File: src/rtl/return_addr_stack_if.sv
// Branch-predictor <-> return-address-stack signal bundle: pipeline stall/flush,
// return/call class indications, call link address, and the predicted return target.
interface return_addr_stack_if #(
    parameter int XLEN = 32
);
    logic            StallF;
    logic            StallD;
    logic            StallE;
    logic            StallM;
    logic            FlushD;
    logic            FlushE;
    logic            FlushM;
    logic            BPReturnF;
    logic            ReturnD;
    logic            BPReturnWrongD;
    logic            CallE;
    logic [XLEN-1:0] PCLinkE;
    logic [XLEN-1:0] RASPCF;
    logic            RASValidF;

    modport master (
        output StallF, StallD, StallE, StallM, FlushD, FlushE, FlushM,
        output BPReturnF, ReturnD, BPReturnWrongD, CallE, PCLinkE,
        input  RASPCF, RASValidF
    );

    modport slave (
        input  StallF, StallD, StallE, StallM, FlushD, FlushE, FlushM,
        input  BPReturnF, ReturnD, BPReturnWrongD, CallE, PCLinkE,
        output RASPCF, RASValidF
    );
endinterface

File: src/rtl/return_addr_stack.sv
// Speculative return-address stack with pointer repair for squashed/mispredicted pops.
// Optional occupancy counter driving RASValidF is enabled by defining RAS_OCCUPANCY_EN.
module return_addr_stack #(
    parameter int XLEN  = 32,
    parameter int DEPTH = 16
) (
    input logic               clk,
    input logic               reset,
    return_addr_stack_if.slave bp
);
    localparam int PW = $clog2(DEPTH);
    localparam int DW = PW + 3;
    localparam logic signed [DW-1:0] ONE = DW'(1);

    logic [PW-1:0]          ptr_q, ptr_d;
    logic [XLEN-1:0]        ras_q [DEPTH];
    logic [XLEN-1:0]        ras_d [DEPTH];
    logic                   eff_pop_d_q, eff_pop_d_d;
    logic                   eff_pop_e_q, eff_pop_e_d;
    logic                   pop_f, undo_d, miss_d, kill_d, kill_e, push_e;
    logic signed [DW-1:0]   delta;

    // FlushE kills the D instruction outright, so it takes priority over the wrong-class repair.
    assign pop_f  = bp.BPReturnF & ~bp.StallF & ~bp.FlushD;
    assign undo_d = bp.BPReturnWrongD & eff_pop_d_q & ~bp.StallD & ~bp.FlushE;
    assign miss_d = bp.BPReturnWrongD & ~eff_pop_d_q & bp.ReturnD & ~bp.StallD & ~bp.FlushE;
    assign kill_d = bp.FlushE & eff_pop_d_q;
    assign kill_e = bp.FlushM & eff_pop_e_q;
    assign push_e = bp.CallE & ~bp.StallM & ~bp.FlushM;

    always_comb begin
        delta = '0;
        if (pop_f)  delta = delta - ONE;
        if (undo_d) delta = delta + ONE;
        if (miss_d) delta = delta - ONE;
        if (kill_d) delta = delta + ONE;
        if (kill_e) delta = delta + ONE;
        if (push_e) delta = delta + ONE;
    end

    // Push lands on the post-update pointer, i.e. Ptr + other deltas + 1.
    always_comb begin
        ptr_d = PW'(DW'(ptr_q) + $unsigned(delta));
        ras_d = ras_q;
        if (push_e) ras_d[ptr_d] = bp.PCLinkE;
    end

    always_comb begin
        eff_pop_d_d = eff_pop_d_q;
        eff_pop_e_d = eff_pop_e_q;
        if (bp.FlushD)      eff_pop_d_d = 1'b0;
        else if (!bp.StallD) eff_pop_d_d = pop_f;
        if (bp.FlushE)      eff_pop_e_d = 1'b0;
        else if (!bp.StallE) eff_pop_e_d = (eff_pop_d_q ^ undo_d) | miss_d;
    end

    always_ff @(posedge clk) begin
        if (reset) begin
            ptr_q       <= '0;
            eff_pop_d_q <= 1'b0;
            eff_pop_e_q <= 1'b0;
            for (int i = 0; i < DEPTH; i++) ras_q[i] <= '0;
        end else begin
            ptr_q       <= ptr_d;
            eff_pop_d_q <= eff_pop_d_d;
            eff_pop_e_q <= eff_pop_e_d;
            ras_q       <= ras_d;
        end
    end

    assign bp.RASPCF = ras_q[ptr_q];

`ifdef RAS_OCCUPANCY_EN
    localparam logic signed [DW-1:0] DEPTH_S = DW'(DEPTH);

    logic [PW:0] count_q, count_d;

    function automatic logic [PW:0] sat_count(input logic signed [DW-1:0] sum);
        if (sum < 0)            return '0;
        else if (sum > DEPTH_S) return (PW + 1)'(DEPTH);
        else                    return sum[PW:0];
    endfunction

    always_comb begin
        count_d = sat_count($signed({2'b00, count_q}) + delta);
    end

    always_ff @(posedge clk) begin
        if (reset) count_q <= '0;
        else       count_q <= count_d;
    end

    assign bp.RASValidF = (count_q != '0);
`else
    assign bp.RASValidF = 1'b1;
`endif

endmodule
File: src/flat_wrapper.sv
// flat-port wrapper written by rule: the top's interface ports become plain ports
module return_addr_stack_flat 
#(
    parameter int XLEN  = 32,
    parameter int DEPTH = 16
)
  (clk, reset, bp_StallF, bp_StallD, bp_StallE, bp_StallM, bp_FlushD, bp_FlushE, bp_FlushM, bp_BPReturnF, bp_ReturnD, bp_BPReturnWrongD, bp_CallE, bp_PCLinkE, bp_RASPCF, bp_RASValidF);
  return_addr_stack_if #(.XLEN(XLEN)) bp_i ();
  input logic clk;
  input logic reset;
  input wire logic [$bits(bp_i.StallF)-1:0] bp_StallF;
  input wire logic [$bits(bp_i.StallD)-1:0] bp_StallD;
  input wire logic [$bits(bp_i.StallE)-1:0] bp_StallE;
  input wire logic [$bits(bp_i.StallM)-1:0] bp_StallM;
  input wire logic [$bits(bp_i.FlushD)-1:0] bp_FlushD;
  input wire logic [$bits(bp_i.FlushE)-1:0] bp_FlushE;
  input wire logic [$bits(bp_i.FlushM)-1:0] bp_FlushM;
  input wire logic [$bits(bp_i.BPReturnF)-1:0] bp_BPReturnF;
  input wire logic [$bits(bp_i.ReturnD)-1:0] bp_ReturnD;
  input wire logic [$bits(bp_i.BPReturnWrongD)-1:0] bp_BPReturnWrongD;
  input wire logic [$bits(bp_i.CallE)-1:0] bp_CallE;
  input wire logic [$bits(bp_i.PCLinkE)-1:0] bp_PCLinkE;
  output wire logic [$bits(bp_i.RASPCF)-1:0] bp_RASPCF;
  output wire logic [$bits(bp_i.RASValidF)-1:0] bp_RASValidF;
  assign bp_i.StallF = bp_StallF;
  assign bp_i.StallD = bp_StallD;
  assign bp_i.StallE = bp_StallE;
  assign bp_i.StallM = bp_StallM;
  assign bp_i.FlushD = bp_FlushD;
  assign bp_i.FlushE = bp_FlushE;
  assign bp_i.FlushM = bp_FlushM;
  assign bp_i.BPReturnF = bp_BPReturnF;
  assign bp_i.ReturnD = bp_ReturnD;
  assign bp_i.BPReturnWrongD = bp_BPReturnWrongD;
  assign bp_i.CallE = bp_CallE;
  assign bp_i.PCLinkE = bp_PCLinkE;
  assign bp_RASPCF = bp_i.RASPCF;
  assign bp_RASValidF = bp_i.RASValidF;
  return_addr_stack #(.XLEN(XLEN), .DEPTH(DEPTH)) u_core (.clk(clk), .reset(reset), .bp(bp_i));
endmodule
File: config.mk
export PLATFORM = sky130hd
export DESIGN_NAME = return_addr_stack_flat
export DESIGN_NICKNAME = d
export VERILOG_FILES = /design/src/rtl/return_addr_stack_if.sv /design/src/rtl/return_addr_stack.sv /design/src/flat_wrapper.sv
export SDC_FILE = /design/constraint.sdc
export NUM_CORES = 1
export LEC_CHECK = 0
export ABC_AREA = 1
export BUFFER_PORTS_ARGS = -buffer_cell sky130_fd_sc_hd__buf_2
export CORE_ASPECT_RATIO = 0.5
export CORE_MARGIN = 3
export CORE_UTILIZATION = 50
export CTS_CLUSTER_DIAMETER = 200
export CTS_CLUSTER_SIZE = 28
export DETAILED_ROUTE_END_ITERATION = 10
export GPL_TIMING_DRIVEN = 0
export MAX_ROUTING_LAYER = met4
export PLACE_DENSITY = 0.66
export REMOVE_ABC_BUFFERS = 1
export SKIP_LAST_GASP = 1
export SLEW_MARGIN = 20
export SYNTH_ARGS = -nofsm -noshare
export SYNTH_HDL_FRONTEND = slang
export SYNTH_SLANG_ARGS = --single-unit
export TNS_END_PERCENT = 5
File: constraint.sdc
create_clock -name clk -period 5.95 [get_ports clk]
set_input_delay 1.19 -clock clk [delete_from_list [all_inputs] [get_ports clk]]
set_output_delay 1.19 -clock clk [all_outputs]
set_load 0.03 [all_outputs]
==> results.yml <==
synthesis:
  synth-main-ff-cell: "dfxtp_1"
  ys_ff_latch: 518
  yosysMostFrequentCell: "nand2_1"
  synth_area_sq_um: 29700
  yosys.area_share.simple: 0.339
  seq_area_frac_synth: 0.350
  synth_top_area_share: 0.350
  syn_inst: 4924
  synthAdderAreaFrac: 0.00405
  synth_top_family_by_area: "simple AND/OR/NAND/NOR gates"
  synth_top_cells_by_count: "nand2_1, inv_1, nor2_1, nand4_1, dfxtp_1"
  syn_avg_cell_area_sq_um: 6.02
  ys_types: 29
  synth_edf_count: 0
  ys_async_sr_fraction: 0
  synthTopCellsByArea: "dfxtp_1, nand2_1, inv_1, nand4_1, nor2_1"
  synth_xor_area_frac: 0.000886
  muxShareOfSynthArea: 0
  yosys_warnings: 0
  synth_compound_area_frac: 0.107
  yosys.area.top_type: "dfxtp_1"
power_and_ir_drop:
  power.density_nw_per_um2: 255
  vdd_drop_max_mv: 0.217
  switching_share: 0.384
  intPower_w: 0.00517
  clkPwrFrac: 0.224
  total_leakage_power_nw: 15.6
  p_seq_frac: 0.431
  power_switching_w: 0.00323
  combPwrFrac: 0.345
clocking:
  cts_root_buf: "clkbuf_16"
  cts_sinks: 518
  max-clock-path-buffers: 3
  cts-buffers-inserted: 22
  clk_latency_ns: 0.59
  path_clk_slew_ns: 0.11
  htreeDepth: 1
  cts_tree: "yes"
  hold_buffers: 0
run:
  cap_violations: 0
die:
  core_area_sq_um: 58000
  dieWidth_um: 350
  die-area_sq_um: 62500
  ios: 78
  initial_core_util: 0.511
  dieHeight_um: 178
  row_count: 62
timing:
  rsz0062_at_grt: "true"
  holdWs_ns: 0.511
  min_period_ns: 5.78
  setup_viol_count_final: 0
  fmax_mhz: 173
  setup_ws_ns: 0.167
  setup_tns_ns: 0
  skew_ns: 0.0233
  maxSlewViolCount: 0
  fin_crit_sh: 0.972
  hold_viol: 0
  max_slew_margin: 0.423
  worstMarginPinSlew_ns: 0.864
route:
  vias_per_cell: 5.41
  drt_iter0_drc: 3546
  avgRoutedWirePerCell_um: 17.2
  post-route-drc-count: 0
  routed_wl_um: 96500
  firstDrtPassIters: 6
  ant_nets: 0
  vias: 30400
global_route:
  grt_pass1_vias: 26400
  grt_pass1_wl_um: 146000
  grt_max_degree: 129
  grt_util_all_layers: 0.298
  grt.overflow.total: 0
  antenna_found_initial: 1
placed_design:
  io_buffers: 76
  dp.final_hpwl_um: 56100
  dp_worst_setup_slack_ns: -1.79
  gp_congestion: 0.753
critical_path:
  arrival_ns: 6.28
  slowest_delay_ns: 0.60
  timing.rr.start: "u_core.eff_pop_d_q"
  r2r-end: "u_core.ras_q[352]"
  cpMaxStageDelayCell: "fa_2"
  worstPathRequired_ns: 6.45
  worstPathMaxFanout: 11
  critPathCaptureType: "flip-flop"
  rr_worst_depth: 28
  startpoint_type: "primary input"
  crit_path_frequent_cell: "inv_1"
  reg2reg_setup_slack_ns: 0.62
  crit_buf_inv: 12
  crit_family: "adder cells"
  path_class: "primary input to flip-flop"
cells_and_area:
  syn2layout_area_growth_pct: 11.0
  n_antenna_cell: 0
  layout.nets: 4892
  drive_gt1_frac: 0.0833
  final_util: 0.568
  num-fill-cells: 5509
hold_path:
  holdPathEnd: "u_core.ras_q[116]"
  hp-class: "flip-flop to flip-flop"
  hold_path_startpoint: "u_core.ras_q[116]"
  hold_depth: 4
status:
  status: "finished clean"
## tightest hold or removal path, delay by kind of cell, from the launching register on
kind	cells	cell delay, ns
buffers and inverters	2	0.08
DFF	1	0.32
and+or+nand+nor	2	0.07
## logic make-up (layout without fill, tap and decap cells)
group	after synthesis	count (layout)
flops	518	518
fa+ha+maj	9	9
xor+xnor	3	3
other cells	1	1
simple gates	2303	2306
compound gates	588	588
buf+inv	1502	1414
## stage by stage
step	cells	area, sq um	power [W]
2_1_floorplan	4510	27800	0.00526
3_3_place_gp	5354	29200	0.00602
3_5_place_dp	5511	31500	0.00624
4_1_cts	5558	32300	0.00819
5_1_grt	5607	32900	0.00875
6_report	5607	32900	0.00840
## registers in the layout, indices dropped and copies added, names as in the netlist
name	cells
u_core.eff_pop_d_q	1
u_core.eff_pop_e_q	1
u_core.ptr_q	4
u_core.ras_q	512
## how the worst max path moves through the flow
| stage | end | from | cells past startpoint | slack, ns |
|---|---|---|---|---|
| final | u_core.ras_q[352] | bp_StallD | 30 | 0.17 |
| after global routing | u_core.ras_q[503] | bp_StallD | 30 | -0.21 |
| after CTS | u_core.ras_q[246] | bp_StallD | 29 | -0.11 |
| after detailed placement | u_core.ras_q[256] | bp_StallD | 32 | -1.79 |
| after global placement | u_core.ras_q[58] | u_core.ptr_q[0] | 9 | -59.67 |
| after floorplan | u_core.ras_q[0] | u_core.ptr_q[0] | 9 | -24.71 |
## cell usage in the layout (no fill, tap or decap), types with 63 or more instances in the layout
cell     count
nand2_1   1183
inv_1     1041
nor2_1     549
nand4_1    532
dfxtp_1    514
o21ai_0    263
a21oi_1    259
buf_4      101
buf_2       76
buf_6       63
## what timing repair did
action,in CTS,in global routing
pin swaps,10,12
resized for setup,4,30
endpoints found under the setup margin,382,503
setup buffers,18,40
gates cloned,4,9
## routing by layer
layer | share of wire | vias to the layer above | global-route usage
li1 | - | 15000 | -
met1 | 0.45 | 13800 | 0.427
met2 | 0.42 | 1318 | 0.443
met3 | 0.095 | 223 | 0.0328
met4 | 0.031 | 0 | 0.0858
met5 | 0 | - | -
## final cells by class
type | instances | area (sq um) | area share
multi-input cells | 2907 | 13600 | 0.411
well taps | 768 | 961 | 0.0292
clock buffers | 24 | 579 | 0.0176
repair inverters | 1 | 11.3 | 0.000342
flip-flops and latches | 518 | 10400 | 0.315
clock inverters | 1 | 16.3 | 0.000494
inverters | 1088 | 4120 | 0.125
repair buffers | 300 | 3310 | 0.101
## power groups by stage
stage          Sequential (W)  Clock [W]  Combinational, W
4_1_cts               0.00362    0.00193           0.00265
3_5_place_dp          0.00370          0           0.00255
3_3_place_gp          0.00389          0           0.00213
5_1_grt               0.00363    0.00203           0.00309
2_1_floorplan         0.00378          0           0.00149
6_report              0.00362    0.00188           0.00289
Power figures use the tool's default switching activity.
